### config.mk
export PLATFORM = sky130hd
export DESIGN_NAME = timer_cnt_core
export DESIGN_NICKNAME = d
export VERILOG_FILES = /design/src/rtl/timer_cnt_core.sv
export SDC_FILE = /design/constraint.sdc
export NUM_CORES = 1
export LEC_CHECK = 0
export CAP_MARGIN = 20
export CORE_ASPECT_RATIO = 0.5
export CORE_UTILIZATION = 31
export DETAILED_ROUTE_END_ITERATION = 16
export GPL_TIMING_DRIVEN = 0
export PLACE_DENSITY = 0.62
export RECOVER_POWER = 100
export SLEW_MARGIN = 20
export SYNTH_ARGS = -nofsm -noshare
export SYNTH_HDL_FRONTEND = slang
export SYNTH_SLANG_ARGS = --single-unit
### constraint.sdc
create_clock -name sys_clk -period 8.7 [get_ports sys_clk]
set_clock_uncertainty 0.15 [all_clocks]
set_input_delay 1.74 -clock sys_clk [delete_from_list [all_inputs] [get_ports sys_clk]]
set_output_delay 1.74 -clock sys_clk [all_outputs]
set_load 0.005 [all_outputs]
### src/rtl/timer_cnt_core.sv
// -----------------------------------------------------------------------------
// timer_cnt_core
//
// Counting engine of the APB timer. Takes the decoded timer register fields
// from the register bank and produces the live 64-bit count, the sticky
// interrupt status, the registered interrupt pin and the debug halt
// acknowledge.
//
// Ports
//   sys_clk    in   1  system clock, all state updates on the rising edge
//   sys_rst_n  in   1  asynchronous active-low reset
//   tim_en     in   1  TCR.timer_en
//   div_en     in   1  TCR.div_en
//   div_val    in   4  TCR.div_val (9..15 behave as 8)
//   dbg_mode   in   1  system debug-mode indication
//   halt_req   in   1  THCSR.halt_req
//   tdr0_wr    in   1  one-cycle strobe, loads cnt[31:0] from wdata
//   tdr1_wr    in   1  one-cycle strobe, loads cnt[63:32] from wdata
//   wdata      in  32  APB write data
//   tcmp       in  64  {TCMP1, TCMP0}
//   int_en     in   1  TIER.int_en
//   int_clr    in   1  one-cycle strobe from a write of 1 to TISR bit 0
//   cnt        out 64  {TDR1, TDR0} readback
//   int_st     out  1  TISR bit 0 (sticky compare-match flag)
//   tim_int    out  1  interrupt pin, registered int_st & int_en
//   halt_ack   out  1  THCSR.halt_ack, registered halt_req & dbg_mode
//
// Handshake note: there is no valid/ready pairing on this block. Every input
// is sampled on each rising edge; the strobes (tdr0_wr, tdr1_wr, int_clr) act
// once per cycle they are high, and every output is a register that changes
// only on a rising edge or on reset.
// -----------------------------------------------------------------------------
module timer_cnt_core (
    input  logic        sys_clk,
    input  logic        sys_rst_n,
    input  logic        tim_en,
    input  logic        div_en,
    input  logic [3:0]  div_val,
    input  logic        dbg_mode,
    input  logic        halt_req,
    input  logic        tdr0_wr,
    input  logic        tdr1_wr,
    input  logic [31:0] wdata,
    input  logic [63:0] tcmp,
    input  logic        int_en,
    input  logic        int_clr,
    output logic [63:0] cnt,
    output logic        int_st,
    output logic        tim_int,
    output logic        halt_ack
);

    // -------------------------------------------------------------------------
    // State
    // -------------------------------------------------------------------------
    logic [63:0] cnt_q,      cnt_d;
    logic [7:0]  pre_q,      pre_d;
    logic        int_st_q,   int_st_d;
    logic        tim_int_q,  tim_int_d;
    logic        halt_ack_q, halt_ack_d;
    logic        tim_en_q,   tim_en_d;
    logic [4:0]  div_cfg_q,  div_cfg_d;

    // -------------------------------------------------------------------------
    // Combinational helpers
    // -------------------------------------------------------------------------
    logic [7:0]  div_limit;
    logic [4:0]  div_cfg;
    logic        div_cfg_chg;
    logic        act;
    logic        cnt_en;
    logic        tim_en_fall;
    logic        tdr_wr;
    logic        match;

    // Terminal value of the prescaler. The divide ratio is div_limit + 1,
    // i.e. 2^div_val, saturating at 256 for div_val >= 8.
    always_comb begin
        div_limit = 8'h00;
        if (div_en) begin
            case (div_val)
                4'd0:    div_limit = 8'h00;
                4'd1:    div_limit = 8'h01;
                4'd2:    div_limit = 8'h03;
                4'd3:    div_limit = 8'h07;
                4'd4:    div_limit = 8'h0F;
                4'd5:    div_limit = 8'h1F;
                4'd6:    div_limit = 8'h3F;
                4'd7:    div_limit = 8'h7F;
                default: div_limit = 8'hFF;
            endcase
        end
    end

    // A change of the divider setting restarts the prescaler so the first
    // period at the new ratio is a full one. The comparison is against the
    // setting seen last cycle, so the restart lands in the following cycle.
    assign div_cfg     = {div_en, div_val};
    assign div_cfg_chg = (div_cfg != div_cfg_q);

    // The registered halt_ack (not the raw request) gates counting, so
    // freeze and resume line up exactly with what software reads back.
    assign act         = tim_en & ~halt_ack_q;
    assign cnt_en      = act & (pre_q == div_limit);

    assign tim_en_fall = tim_en_q & ~tim_en;
    assign tdr_wr      = tdr0_wr | tdr1_wr;

    // Level compare on the registered count, independent of enables.
    assign match       = (cnt_q == tcmp);

    // -------------------------------------------------------------------------
    // Next-state logic
    // -------------------------------------------------------------------------
    always_comb begin
        pre_d = pre_q;
        if (!tim_en || div_cfg_chg) begin
            pre_d = 8'h00;
        end else if (act) begin
            if (pre_q == div_limit) begin
                pre_d = 8'h00;
            end else begin
                pre_d = pre_q + 8'd1;
            end
        end
    end

    // Register writes beat the disable clear, which beats counting. The word
    // not addressed by a strobe keeps its current value.
    always_comb begin
        cnt_d = cnt_q;
        if (tdr_wr) begin
            if (tdr0_wr) begin
                cnt_d[31:0] = wdata;
            end
            if (tdr1_wr) begin
                cnt_d[63:32] = wdata;
            end
        end else if (tim_en_fall) begin
            cnt_d = 64'd0;
        end else if (cnt_en) begin
            cnt_d = cnt_q + 64'd1;
        end
    end

    // Set dominates clear: a clear issued while the compare still holds is
    // lost, the flag only drops once cnt has moved off tcmp.
    always_comb begin
        int_st_d = int_st_q;
        if (match) begin
            int_st_d = 1'b1;
        end else if (int_clr) begin
            int_st_d = 1'b0;
        end
    end

    always_comb begin
        tim_int_d  = int_st_q & int_en;
        halt_ack_d = halt_req & dbg_mode;
        tim_en_d   = tim_en;
        div_cfg_d  = div_cfg;
    end

    // -------------------------------------------------------------------------
    // Registers
    // -------------------------------------------------------------------------
    always_ff @(posedge sys_clk or negedge sys_rst_n) begin
        if (!sys_rst_n) begin
            cnt_q      <= 64'd0;
            pre_q      <= 8'h00;
            int_st_q   <= 1'b0;
            tim_int_q  <= 1'b0;
            halt_ack_q <= 1'b0;
            tim_en_q   <= 1'b0;
            div_cfg_q  <= 5'd0;
        end else begin
            cnt_q      <= cnt_d;
            pre_q      <= pre_d;
            int_st_q   <= int_st_d;
            tim_int_q  <= tim_int_d;
            halt_ack_q <= halt_ack_d;
            tim_en_q   <= tim_en_d;
            div_cfg_q  <= div_cfg_d;
        end
    end

    // -------------------------------------------------------------------------
    // Outputs
    // -------------------------------------------------------------------------
    assign cnt      = cnt_q;
    assign int_st   = int_st_q;
    assign tim_int  = tim_int_q;
    assign halt_ack = halt_ack_q;

endmodule

### Word-level counts from Yosys, hierarchy flattened

Memories as Yosys holds them, arrays and structs flattened.
Cells that the tools add are included.

* memories: 1
* bits in registers: 81
* input port bits: 110
* ROM bits: 56

Memory list
* (name not given): words 8, width 7, rd ports 1, clocked after Yosys merged registers in 0, wr ports 0, RTL line 81 `case (div_val)`

* multiplexer cells: 12
* bitwise gates (word level): 8
* add/sub/neg operators: 2
* reduce and logical (&&, ||, !) cells: 7
* eq/ne operators: 5

Operator list (number)
* 2-to-1 mux 64 bit: 3
* adder 64 x 1 -> 64 bit, second input constant: 1
* == test 64 bit: 1
* 2-to-1 mux 32 bit: 2
* 2-to-1 mux 8 bit: 5
* adder 8 x 1 -> 8 bit, second input constant: 1
* == test 8 bit: 1
* bitwise AND 1 bit: 5
* inequality test 5 bit: 1
* inequality test 2 bit, second input constant: 2
* AND reduction 2 bit: 2
* nonzero test 2 bit: 2
* nonzero test 3 bit: 1
* 2-to-1 mux 1 bit: 2
* inverter 1 bit: 2
* zero test 1 bit: 1
* logical OR 1 bit: 1
* bitwise OR 1 bit: 1

### Depth between registers and ports, before layout

An unclocked memory read counts as a cell.

* word-level depth: 8
* depth in mapped cells: 10

### Worst setup path after synthesis

Ideal clock, no wire load.

* path type: in2reg
* start: input div_val[1]
* end: register cnt_q[46], in the netlist cnt[46]
* data arrival time: 3872 ps
* stages: 8
* required time: 8481 ps
* setup time: 69 ps
* setup slack: 4609 ps
* path through: clkbuf_1 > o31a_1 > nor3_1 > a31oi_1 > a2111oi_2 > a21oi_1 > or4_1 > nand3_1

* cells in the longest elaborated chain, start to end: 7

Ends and longest elaborated chain
* start, declared: RTL line 38 `input logic [3:0] div_val,`
* memory read (8 x 7 bit)
* 2-to-1 mux 8 bit: RTL line 81
* 2-to-1 mux 8 bit: RTL line 80 `if (div_en) begin`
* == test 8 bit: RTL line 104 `assign cnt_en = act & (pre_q == div_limit);`
* bitwise AND 1 bit: RTL line 104
* nonzero test 3 bit (no line)
* AND reduction 2 bit (no line)
* end signal, assigned: RTL line 177 `cnt_q <= cnt_d;`
* end, declared: RTL line 56 `logic [63:0] cnt_q, cnt_d;`

Every way passes these cells.
A chain may end at the register's enable or synchronous reset.

### Worst setup path after layout

* start: input div_val[1]
* end: register cnt_q[24], in the netlist cnt[24]

Same word-level chain as after synthesis.

==> results.toml <==
[pwr]
ir_drop_v = 0.0000975
leakagePower_uw = 0.00310
powerDensity_nw_per_um2 = 156

[routing]
routed_wl_mm = 29.1
first_pass_iters = 6
postRouteAntennaNets = 0
drc_errors = 0
avgViaCountPerCell = 5.97
drt-initial-drc-count = 1040
wl_per_cell_microns = 24.1
vias = 7196

[placed_design]
hpwl_mm = 22.6
postPlaceCellArea_sq_um = 8100
gp_congestion = 0.986
dpl_worst_slack_ns = 3.33
portBuffers = 175

[synthesis]
syn-num-nets = 865
async_flop_share_pct = 100
syn-instance-count = 753
synth_area_sq_um = 6010
synthDistinctLibCells = 65
yosysSeqAreaShare_pct = 33.7
synth_edf_count = 0
ys_ff_latch = 81
synthFlopType = "dfrtp_1"
yosysWarnings = 0
syn_avg_cell_area_sq_um = 7.98

[setup_path]
start_kind = "input pin"
crit_slowest_cell = "a2111oi_0"
critical_path_depth = 11
rrSetupSlack_ns = 4.67
crit_top_cell = "clkbuf_1"
critPathArrivalTime_ns = 5.99
reg2regPathDepth = 9
crit_path_max_fanout = 10
timing.rr.end = "cnt[24]"
cp_slowest_stage_delay_ns = 1.41
worst-path-buf-inv = 4
path_class = "in -> reg"
setup.worst_path.start = "div_val[1]"
cp-end-kind = "register"
critPathTopFamily = "compound AO/OA/AOI/OAI gates"
r2r-start = "pre_q[3]"
crit_chain = "dlygate4sd3_1 -> clkbuf_1 -> o31a_1 -> nor3_1 -> a31oi_1 -> a2111oi_0 -> a211oi_1 -> clkbuf_1 -> clkbuf_1 -> o21ai_0 -> o21ai_0"
required_ns = 8.76
cp-endpoint = "cnt[24]"

[sta]
slew_viol_final = 92
rsz0062_at_grt = "false"
relSlewSlack_pct = -92.3
final.setup.tns_ns = 0
min_period_ns = 5.94
min_period_over_period_pct = 68.2
hold-worst-slack_ns = 0.375
fmaxAchievable_mhz = 168
setup_slack_ns = 2.76
max_slew.worst_pin.slew_ns = 2.88
finalHoldViolCount = 0
setup_viol = 0

[cts]
cts_resized = 0
cts_tree = "built"
htree_num_levels = 3
ctsHoldBuffers = 0
cts.clk_slew.worst_paths_ns = 0.06
clockRootBuffer = "clkbuf_16"
post_cts_buffers = 0
cts.sinks = 81
clk_latency_ns = 0.37
clk_path_buf_depth = 2
numCtsBuffers = 9

[job]
maxCapViolations = 3

[die]
start_util_pct = 32.1
dieArea_sq_um = 20000
rows = 35
die_height_microns = 100
die-width_microns = 199
core_sq_um = 18700
ios = 177

[global_routing]
grt_pass1_vias = 6674
antenna_found_initial = 0
grt_use_total_pct = 29.1
grt_pass1_wl_mm = 42.2
grt_max_degree = 53
overflow = 0

[final_layout]
fillerInstances = 1926
fin_util_pct = 45.0
syn2layout_area_growth_pct = 39.9
multiInputGateArea_sq_um = 3720
drive_gt1_share_pct = 4.13
design_area_sq_um = 8410
ff_latch_area_sq_um = 2030
nets = 1052

[min_path]
holdPathStages = 1
hold_path.class = "reg -> reg"

[run_status]
status = "finished with violations"
failed_checks = "max-capacitance violations, max-slew violations"
## report_power, final
part | internal (uW) | switching (uW)
clock | 259 | 167
sequential | 417 | 76.8
combinational | 187 | 205
total | 863 | 449
## area by class of cell
class                           count  share of cell area (%)
Tap cell                          259                    3.85
Timing Repair Buffer              176                    20.8
Clock inverter                      5                   0.938
Buffer                             48                    2.37
Multi-Input combinational cell    606                    44.2
Clock buffer                       11                    2.89
Inverter                           18                   0.804
Antenna cell                        1                  0.0298
Sequential cell                    81                    24.1
## registers in the layout, summed over array words and instances (netlist names)
register   cells
cnt           64
pre_q          8
int_st         1
tim_en_q       1
halt_ack       1
tim_int        1
div_cfg_q      5
## how the worst min path moves through the flow
stage	from	end	slack [ns]
floorplan	int_st	tim_int	0.35
global placement	int_st	tim_int	0.35
detailed placement	int_st	tim_int	0.37
CTS	int_st	tim_int	0.38
global route	int_st	tim_int	0.40
finish	int_st	tim_int	0.38
## cell families (layout without fill, tap and decap cells)
logic type	count (synthesis)	in the layout	synth area share, %
AO/OA/AOI/OAI	229	229	24.4
AND/OR/NAND/NOR	296	296	25.5
buffers and inverters	66	258	4.44
adder cells (fa/ha/maj)	2	2	0.416
XOR/XNOR	79	79	11.5
other	0	1	0
flip-flops	81	81	33.7
## cells in the mapped netlist (all sizes together), types with 3 or more instances
master   n  area (sq um)
nand4   33           206
and2     9          56.3
and4     9          81.3
nand3b   3          22.5
o31ai   11          82.6
a22o     5          43.8
or3      4          25.0
a41oi    3          26.3
nor3    14          70.1
o311ai   4          35.0
o21ai   78           390
buf     10          56.3
nor2b    7          43.8
a32oi    6          52.6
o31a    17           149
inv     18          67.6
o21bai   3          22.5
xnor2   71           622
xor2     8          70.1
and3    12          81.3
a22oi    5          37.5
a32o     3          30.0
o22ai    8          50.1
a21oi   46           230
dfrtp   81          2030
nor4    16           106
a31oi   15          93.8
nand3   35           193
nand2b   3          18.8
or4      8          68.8
a21o     5          37.5
nor2    62           233
clkbuf  38           143
nand2   76           288
## layout by cell type (no fill, tap or decap), drive strengths merged, types with 9 or more instances in the layout
cell,instances
o31ai,11
dfrtp,81
and3,12
and4,9
nor4,16
o31a,17
xnor2,71
clkdlybuf4s50,98
nor3,14
buf,10
a31oi,15
nand3,35
a21oi,46
and2,9
dlygate4sd3,76
nor2,62
nand4,33
o21ai,78
nand2,76
clkbuf,51
inv,18
## metrics by stage
stage                     cells  power, uW
after floorplan             753        652
after global placement     1187        897
after detailed placement   1188        900
after CTS                  1204       1330
after global routing       1204       1360
final                      1205       1310
## metal layers
layer | track usage (%) | vias to the layer above | share of wire, %
met3 | 9.41 | 54 | 12
li1 | - | 3166 | -
met4 | 7.51 | 2 | 2.0
met1 | 41.4 | 3527 | 43
met5 | 0 | - | 0.069
met2 | 42.2 | 447 | 43
No activity file was read; power rests on OpenSTA's default activity.
